`config.mk`:
```
export PLATFORM = sky130hd
export DESIGN_NAME = halving_sequencer
export DESIGN_NICKNAME = d
export VERILOG_FILES = /design/src/rtl/halving_sequencer.sv
export SDC_FILE = /design/constraint.sdc
export NUM_CORES = 1
export LEC_CHECK = 0
export BUFFER_PORTS_ARGS = -buffer_cell sky130_fd_sc_hd__buf_2
export CAP_MARGIN = 15
export CORE_AREA = 2 2 45 78
export DETAILED_ROUTE_END_ITERATION = 10
export DIE_AREA = 0 0 47 80
export GPL_TIMING_DRIVEN = 0
export PLACE_DENSITY_LB_ADDON = 0.25
export SLEW_MARGIN = 5
export SYNTH_ARGS = -nofsm -noshare
export SYNTH_HDL_FRONTEND = slang
export SYNTH_SLANG_ARGS = --single-unit
```
`constraint.sdc`:
```
create_clock -name clk -period 2.13 [get_ports clk]
set_input_delay 0.1065 -clock clk [delete_from_list [all_inputs] [get_ports clk]]
set_output_delay 0.1065 -clock clk [all_outputs]
set_load 0.01 [all_outputs]
```
`src/rtl/halving_sequencer.sv`:
```
// Control stage for the divide-by-two datapath: accepts A and N, steps q once per halving,
// and returns A / 2^N. Define HALVING_ROUND_EN to round half up on the last shifted-out bit.
module halving_sequencer #(
  parameter int WIDTH = 8,
  parameter int CNT_W = 4
) (
  input  logic             clk,
  input  logic             reset,
  input  logic             in_valid,
  output logic             in_ready,
  input  logic [WIDTH-1:0] a,
  input  logic [CNT_W-1:0] shamt,
  output logic [CNT_W-1:0] q,
  output logic [CNT_W-1:0] qbar,
  output logic             busy,
  output logic             out_valid,
  input  logic             out_ready,
  output logic [WIDTH-1:0] result
);

  localparam logic [1:0] ST_IDLE  = 2'd0;
  localparam logic [1:0] ST_LOAD  = 2'd1;
  localparam logic [1:0] ST_SHIFT = 2'd2;
  localparam logic [1:0] ST_DONE  = 2'd3;

  logic [1:0]       state_r;
  logic [1:0]       state_nxt_s;
  logic [WIDTH-1:0] acc_r;
  logic [WIDTH-1:0] acc_nxt_s;
  logic [CNT_W-1:0] n_r;
  logic [CNT_W-1:0] n_nxt_s;
  logic [CNT_W-1:0] q_r;
  logic [CNT_W-1:0] q_nxt_s;
  logic [CNT_W-1:0] qbar_r;
  logic [CNT_W:0]   step_s;
  logic [WIDTH-1:0] result_r;
  logic [WIDTH-1:0] final_s;
  logic             in_ready_r;
  logic             busy_r;
  logic             out_valid_r;

`ifdef HALVING_ROUND_EN
  logic rbit_r;
  logic rbit_nxt_s;

  // Adds back the last bit shifted out; cannot overflow because acc <= 2^(WIDTH-1)-1 after a shift.
  function automatic logic [WIDTH-1:0] round_up(input logic [WIDTH-1:0] acc, input logic rbit);
    round_up = acc + {{(WIDTH-1){1'b0}}, rbit};
  endfunction
`endif

  // One extra bit so the step count compares cleanly against n even at the top of the range.
  assign step_s = {1'b0, q_r} + {{CNT_W{1'b0}}, 1'b1};

  // Next-state and datapath update for the IDLE/LOAD/SHIFT/DONE sequence.
  always_comb begin
    state_nxt_s = state_r;
    acc_nxt_s   = acc_r;
    n_nxt_s     = n_r;
    q_nxt_s     = q_r;
`ifdef HALVING_ROUND_EN
    rbit_nxt_s  = rbit_r;
`endif
    case (state_r)
      ST_IDLE: begin
        if (in_valid) begin
          state_nxt_s = ST_LOAD;
          acc_nxt_s   = a;
          n_nxt_s     = shamt;
          q_nxt_s     = {CNT_W{1'b0}};
`ifdef HALVING_ROUND_EN
          rbit_nxt_s  = 1'b0;
`endif
        end else begin
          state_nxt_s = ST_IDLE;
        end
      end
      ST_LOAD: begin
        if (n_r == {CNT_W{1'b0}}) begin
          state_nxt_s = ST_DONE;
        end else begin
          state_nxt_s = ST_SHIFT;
        end
      end
      ST_SHIFT: begin
        acc_nxt_s = acc_r >> 1;
        q_nxt_s   = step_s[CNT_W-1:0];
`ifdef HALVING_ROUND_EN
        rbit_nxt_s = acc_r[0];
`endif
        if (step_s == {1'b0, n_r}) begin
          state_nxt_s = ST_DONE;
        end else begin
          state_nxt_s = ST_SHIFT;
        end
      end
      ST_DONE: begin
        if (out_ready) begin
          state_nxt_s = ST_IDLE;
          q_nxt_s     = {CNT_W{1'b0}};
        end else begin
          state_nxt_s = ST_DONE;
        end
      end
      default: begin
        state_nxt_s = ST_IDLE;
        q_nxt_s     = {CNT_W{1'b0}};
      end
    endcase
  end

  // Value captured into result on entry to DONE, computed from the post-step accumulator.
  always_comb begin
`ifdef HALVING_ROUND_EN
    final_s = round_up(acc_nxt_s, rbit_nxt_s);
`else
    final_s = acc_nxt_s;
`endif
  end

  // State, datapath and registered status outputs; reset discards any work in flight.
  always_ff @(posedge clk) begin
    if (reset) begin
      state_r     <= ST_IDLE;
      acc_r       <= {WIDTH{1'b0}};
      n_r         <= {CNT_W{1'b0}};
      q_r         <= {CNT_W{1'b0}};
      qbar_r      <= {CNT_W{1'b1}};
      result_r    <= {WIDTH{1'b0}};
      in_ready_r  <= 1'b1;
      busy_r      <= 1'b0;
      out_valid_r <= 1'b0;
    end else begin
      state_r     <= state_nxt_s;
      acc_r       <= acc_nxt_s;
      n_r         <= n_nxt_s;
      q_r         <= q_nxt_s;
      qbar_r      <= ~q_nxt_s;
      in_ready_r  <= (state_nxt_s == ST_IDLE);
      busy_r      <= (state_nxt_s == ST_LOAD) || (state_nxt_s == ST_SHIFT);
      out_valid_r <= (state_nxt_s == ST_DONE);
      if ((state_nxt_s == ST_DONE) && (state_r != ST_DONE)) begin
        result_r <= final_s;
      end else begin
        result_r <= result_r;
      end
    end
  end

`ifdef HALVING_ROUND_EN
  // Last bit shifted out of the accumulator.
  always_ff @(posedge clk) begin
    if (reset) begin
      rbit_r <= 1'b0;
    end else begin
      rbit_r <= rbit_nxt_s;
    end
  end
`endif

  assign in_ready  = in_ready_r;
  assign q         = q_r;
  assign qbar      = qbar_r;
  assign busy      = busy_r;
  assign out_valid = out_valid_r;
  assign result    = result_r;

endmodule

```
# After elaboration in Yosys (flattened, before gate mapping)
# Index checks and enable logic that the tools add are counted.
[word_totals]
register_bits = 33
latch_bits = 0
mem_bits_rw = 0
mem_bits_ro = 0
inputBits = 16
out_inout_bits = 19
elab_cells = 35
mem_count = 0
[classes]
addsub = 1
mul = 0
div = 0
order_cmp = 0
eq_ne = 8
shift = 0
mux = 10
bitwise = 1
reduce_logical = 6
[op_table]
columns = ["operator", "count"]
rows = [
  ["$pmux 8 s2", 1],
  ["$pmux 4 s3", 1],
  ["$eq 2x2->1 const B", 4],
  ["$mux 4", 2],
  ["$mux 8", 1],
  ["$pmux 2 s4", 1],
  ["$add 4x1->5 const B", 1],
  ["$eq 5x4->1", 1],
  ["$eq 2x1->1 const B", 2],
  ["$logic_not 2->1", 2],
  ["$logic_not 4->1", 1],
  ["$not 4->4", 1],
  ["$mux 1", 3],
  ["$mux 2", 1],
  ["$ne 2x2->1 const B", 1],
  ["$reduce_and 2->1", 1],
  ["$logic_and 1x1->1", 1],
  ["$logic_or 1x1->1", 1],
]

# Longest topological paths before layout
[depth]
word_depth = 6
mapped_depth = 9
depth_no_buf = 9

# Least setup slack after synthesis
# OpenSTA, ideal clock, no wires.
[synth_path]
path_type = "register to register"
start = "register q_r[0] (netlist: q[0])"
end = "register result_r[3] (netlist: result[3])"
setup_ps = 127
t_arrival_ps = 2010
required_ps = 2003
setup_slack_ps = -8
path_stages_with_launch = 10
path_buffers = 0
period_less_slack_ps = 2138
cell_sequence = "dfxtp_1 > ha_1 > xnor2_1 > and4_1 > a31oi_1 > nor2_1 > ha_1 > nand2_1 > or2_0 > o21ai_0"
[synth_via]
elab_chain_cells = 6
[synth_rtl]
columns = ["element", "line", "rtl"]
rows = [
  ["start: declaration", "32", "logic [CNT_W-1:0] q_r;"],
  ["start signal: assignment", "127", "q_r <= {CNT_W{1'b0}};"],
  ["start signal: assignment", "137", "q_r <= q_nxt_s;"],
  ["$add 4x1->5", "53", "assign step_s = {1'b0, q_r} + {{CNT_W{1'b0}}, 1'b1};"],
  ["$eq 5x4->1", "91", "if (step_s == {1'b0, n_r}) begin"],
  ["$mux 1", "91", ""],
  ["$pmux 2 s4", "64", "case (state_r)"],
  ["net state_nxt_s[0]", "27", "logic [1:0] state_nxt_s;"],
  ["$eq 2x2->1", "142", "if ((state_nxt_s == ST_DONE) && (state_r != ST_DONE)) begin"],
  ["$logic_and 1x1->1", "142", ""],
  ["end signal: assignment", "129", "result_r <= {WIDTH{1'b0}};"],
  ["end signal: assignment", "143", "result_r <= final_s;"],
  ["end signal: assignment", "145", "result_r <= result_r;"],
  ["end: declaration", "36", "logic [WIDTH-1:0] result_r;"],
]
# The timed path passes the listed nets, and every way through them passes these cells.
# A chain may end at the register's enable or synchronous reset.

# Worst setup path in the final report
[layout_path]
start = "register n_r[3]"
end = "register result_r[4] (netlist: result[4])"
[layout_via]
elab_chain_cells = 5
word_cells_on_any_way = 7
cone_classes = "2 x eq/ne; 3 x mux; 2 x reduce/logical"
[layout_rtl]
columns = ["element", "line", "rtl"]
rows = [
  ["start: declaration", "30", "logic [CNT_W-1:0] n_r;"],
  ["start signal: assignment", "126", "n_r <= {CNT_W{1'b0}};"],
  ["start signal: assignment", "136", "n_r <= n_nxt_s;"],
  ["$eq 5x4->1 / $logic_not 4->1 (equally long branches)", "91, 79", ""],
  ["$mux 1 (on tied branches)", "91, 79", ""],
  ["$pmux 2 s4 (*)", "64", ""],
  ["net state_nxt_s[0]", "27", ""],
  ["$eq 2x2->1 (*)", "142", ""],
  ["$logic_and 1x1->1 (*)", "142", ""],
]
# The timed path passes the listed nets; every way through them passes the cells marked *.

==> key figures <==
Run status
  – Outcome: completed

STA
  – Slew @ Worst Pin: 0.4705 ns
  – Slew HR: 0.6863
  – Final worst slack: 0.07549 ns
  – Max frequency: 486.7 MHz
  – Final Hold Vio Count: 0
  – Period minus WS final: 2.055 ns
  – Slew Limit Fails: 0
  – Final setup TNS: 0 ns
  – Final setup fails: 0
  – Clock Skews: 0.007886 ns
  – Final worst path period share: 0.9646

Pwr
  – Pwr/cell area: 1005 nW/µm²
  – Total Power: 1798 µW
  – Worst vdd ir: 1.188 mV
  – P_leak: 0.0007635 µW

Synth
  – Distinct cell type count after synthesis: 31
  – Synth Area in XOR/XNOR: 0.04438
  – Syn avg cell area: 8.912 µm²
  – Number of enable flip-flop cells after synthesis: 0
  – Synth async-reset ratio: 0
  – Mux contribution to synthesized area: 0
  – Top-area cell type share of the netlist area: 0.4783
  – Sequential area share after synthesis: 0.4783
  – Post-synth net total: 174
  – Most used flip-flop cell after synthesis: dfxtp_1
  – Post-Syn Area: 1381 µm²
  – Largest family of logic cells by synthesized area: compound AO/OA/AOI/OAI gates
  – Simple-gate portion of the synthesized area: 0.1848
  – Synth Instances: 155
  – Leading area contributor after synthesis: dfxtp_1
  – Area contributors post-synth: dfxtp_1 48%, nand3b_1 4.9%, a2bb2oi_1 4.4%, o21ai_0 4.3%, a21oi_1 4.0%
  – Ys Warns: 0
  – Post-synthesis compound-gate area fraction: 0.2120
  – Adder-cell share of the synthesized area: 0.02717
  – #FFs+latches synth: 33

Cells and area
  – Number of nets in the layout: 215
  – FILL cells: 296
  – Final Core Density: 0.5757
  – Multi-input combinational cell area: 708.2 µm²
  – Design Area, Final: 1789 µm²
  – Diode count: 0
  – FF/Latch Area: 666.9 µm²
  – Share of layout cells above drive strength 1: 0.3046
  – P&R area growth vs syn: 29.53%

Routing
  – Routed len/inst: 13.05 µm
  – Post-Route WL: 3132 µm
  – DRT iter0 DRCs: 13
  – # DRC: 0
  – Via-to-Cell Ratio: 5.121
  – Vias: 1,229
  – Post-DRT Antenna Nets: 0
  – 1st-pass router iterations: 4

Clocking
  – Setup bufs post-CTS: 0
  – Skew-Pair Late Insertion Delay: 0.29 ns
  – Clk root buf: clkbuf_8
  – Worst-case clock buffer depth: 2
  – Clk slew on worst S/H paths: 0.07 ns
  – CTS Hold Bufs: 0
  – CTS tree: done
  – Clock sinks: 33
  – Cts bufs inserted: 5
  – H-tree levels: 2

Die
  – Die Y: 80 µm
  – Std-Cell Rows: 27
  – Initial Util: 0.4444
  – I/O Pins: 35
  – Die X: 47 µm
  – Die ar.: 3760 µm²
  – Core region area: 3108 µm²

Placed design
  – I/O Buffers: 34
  – Pre-CTS setup slack: -0.1498 ns
  – Dpl cell area: 1605 µm²
  – Hpwl dp: 2288 µm
  – GPL Wtd Cong: 0.8432

Global route
  – GRT Util Overall: 0.1877
  – First-pass GRT wire length: 5016 µm
  – Grt ovf: 0
  – Vias in the first global route: 1,201
  – Initial antenna violation count: 0
  – Largest net degree at the start of global routing: 11

Critical path
  – CP required: 2.35 ns
  – CP Class: reg -> reg
  – Worst-path fanout max: 8
  – Startpoint Class: flip-flop
  – FF-to-FF Start: n_r[3]
  – Crit path from: n_r[3]
  – CP arrival: 2.27 ns
  – Worst setup EP type: flip-flop

Flow run
  – Max-cap violations: 0

Hold path
  – Hold WC Path Type: in -> reg
  – Worst hold start: shamt[3]
==> cells in the mapped netlist (3+ instances only) <==
master     number
nand3b_1        9
ha_1            3
a21oi_1        11
buf_2           5
dfxtp_1        33
a2bb2oi_1       7
xnor2_1         5
nor2b_1         3
nand2_1         9
inv_1           9
o21ai_0        12
o22ai_1         7
a21o_1          3
clkbuf_1        4
nor2_1         14
==> critical path: stages (launching register included) <==
cell and delay [ns]:
dfxtp_2 0.34, or4_4 0.55, o221ai_4 0.15, a31oi_2 0.07, nor2_1 0.13, ha_2 0.23, nand2_4 0.09, or2_4 0.27
o21ai_0 0.15
==> path summary, 6_finish.rpt <==
kind / endpoint / slack (ns) / cells after the start
hold reg to reg: result[2] / 0.48 / 2
setup reg to reg: result[4] / 0.08 / 8
setup / recovery: result[4] / 0.08 / 8
hold / removal: n_r[3] / 0.06 / 3
==> routing by layer <==
layer  up-vias  GRT usage  part of all wire
met4         0     0.1139             0.026
met1       565     0.1918              0.39
met3         6    0.04977             0.048
met2        37     0.3178              0.54
met5         -          0                 0
li1        621          -                 -
==> placed cells by master (no fill, tap or decap), types with 3 or more instances in the layout <==
cell / n
a21oi_1: 11
a2bb2oi_1: 7
xnor2_1: 4
o21ai_1: 4
nand2_1: 8
inv_1: 9
a21o_1: 3
nand3b_1: 9
clkbuf_1: 5
buf_2: 39
o22ai_1: 7
clkbuf_8: 6
dfxtp_1: 30
o21ai_0: 8
nor2b_1: 3
nor2_1: 14
==> sequential cells by signal (all words and copies together), names as in the netlist, 2 cells and up <==
signal and cells:
acc_r 8, qbar 4, n_r 4, q 4, result 8, state_r 2
==> metrics by stage <==
stage          instances  hold WS [ns]
2_1_floorplan        155        0.2205
3_3_place_gp         232        0.3491
3_5_place_dp         232        0.3562
4_1_cts              240       0.04877
5_1_grt              240       0.06410
6_report             240       0.05544
==> logic make-up (layout without fill, tap and decap cells) <==
logic type / count (synthesis) / in the layout
flip-flops: 33 / 33
XOR/XNOR: 7 / 7
adder cells (fa/ha/maj): 3 / 3
buffers and inverters: 18 / 60
AO/OA/AOI/OAI: 46 / 46
AND/OR/NAND/NOR: 48 / 48
==> power by group <==
group	total, µW	switching (µW)	internal, µW	leakage (µW)
Clock	605	224	381	0.0000585
Sequential	744	42.0	702	0.000272
Combinational	448	249	199	0.000433
Total	1800	515	1280	0.000763
==> cell type report <==
class,count,share of cell area
clock buffers,7,0.04825
inverters,9,0.01888
plain buffers,9,0.02238
clock inverters,1,0.01678
multi-input cells,104,0.3958
flip-flops and latches,33,0.3727
repair buffers,34,0.09510
well taps,43,0.03007
==> timing repair <==
item                                    in CTS  in global routing
gates resized for setup                      3                 16
pin swaps                                    0                  5
endpoints found under the setup margin       7                  7
No activity file was read; power rests on OpenSTA's default activity.
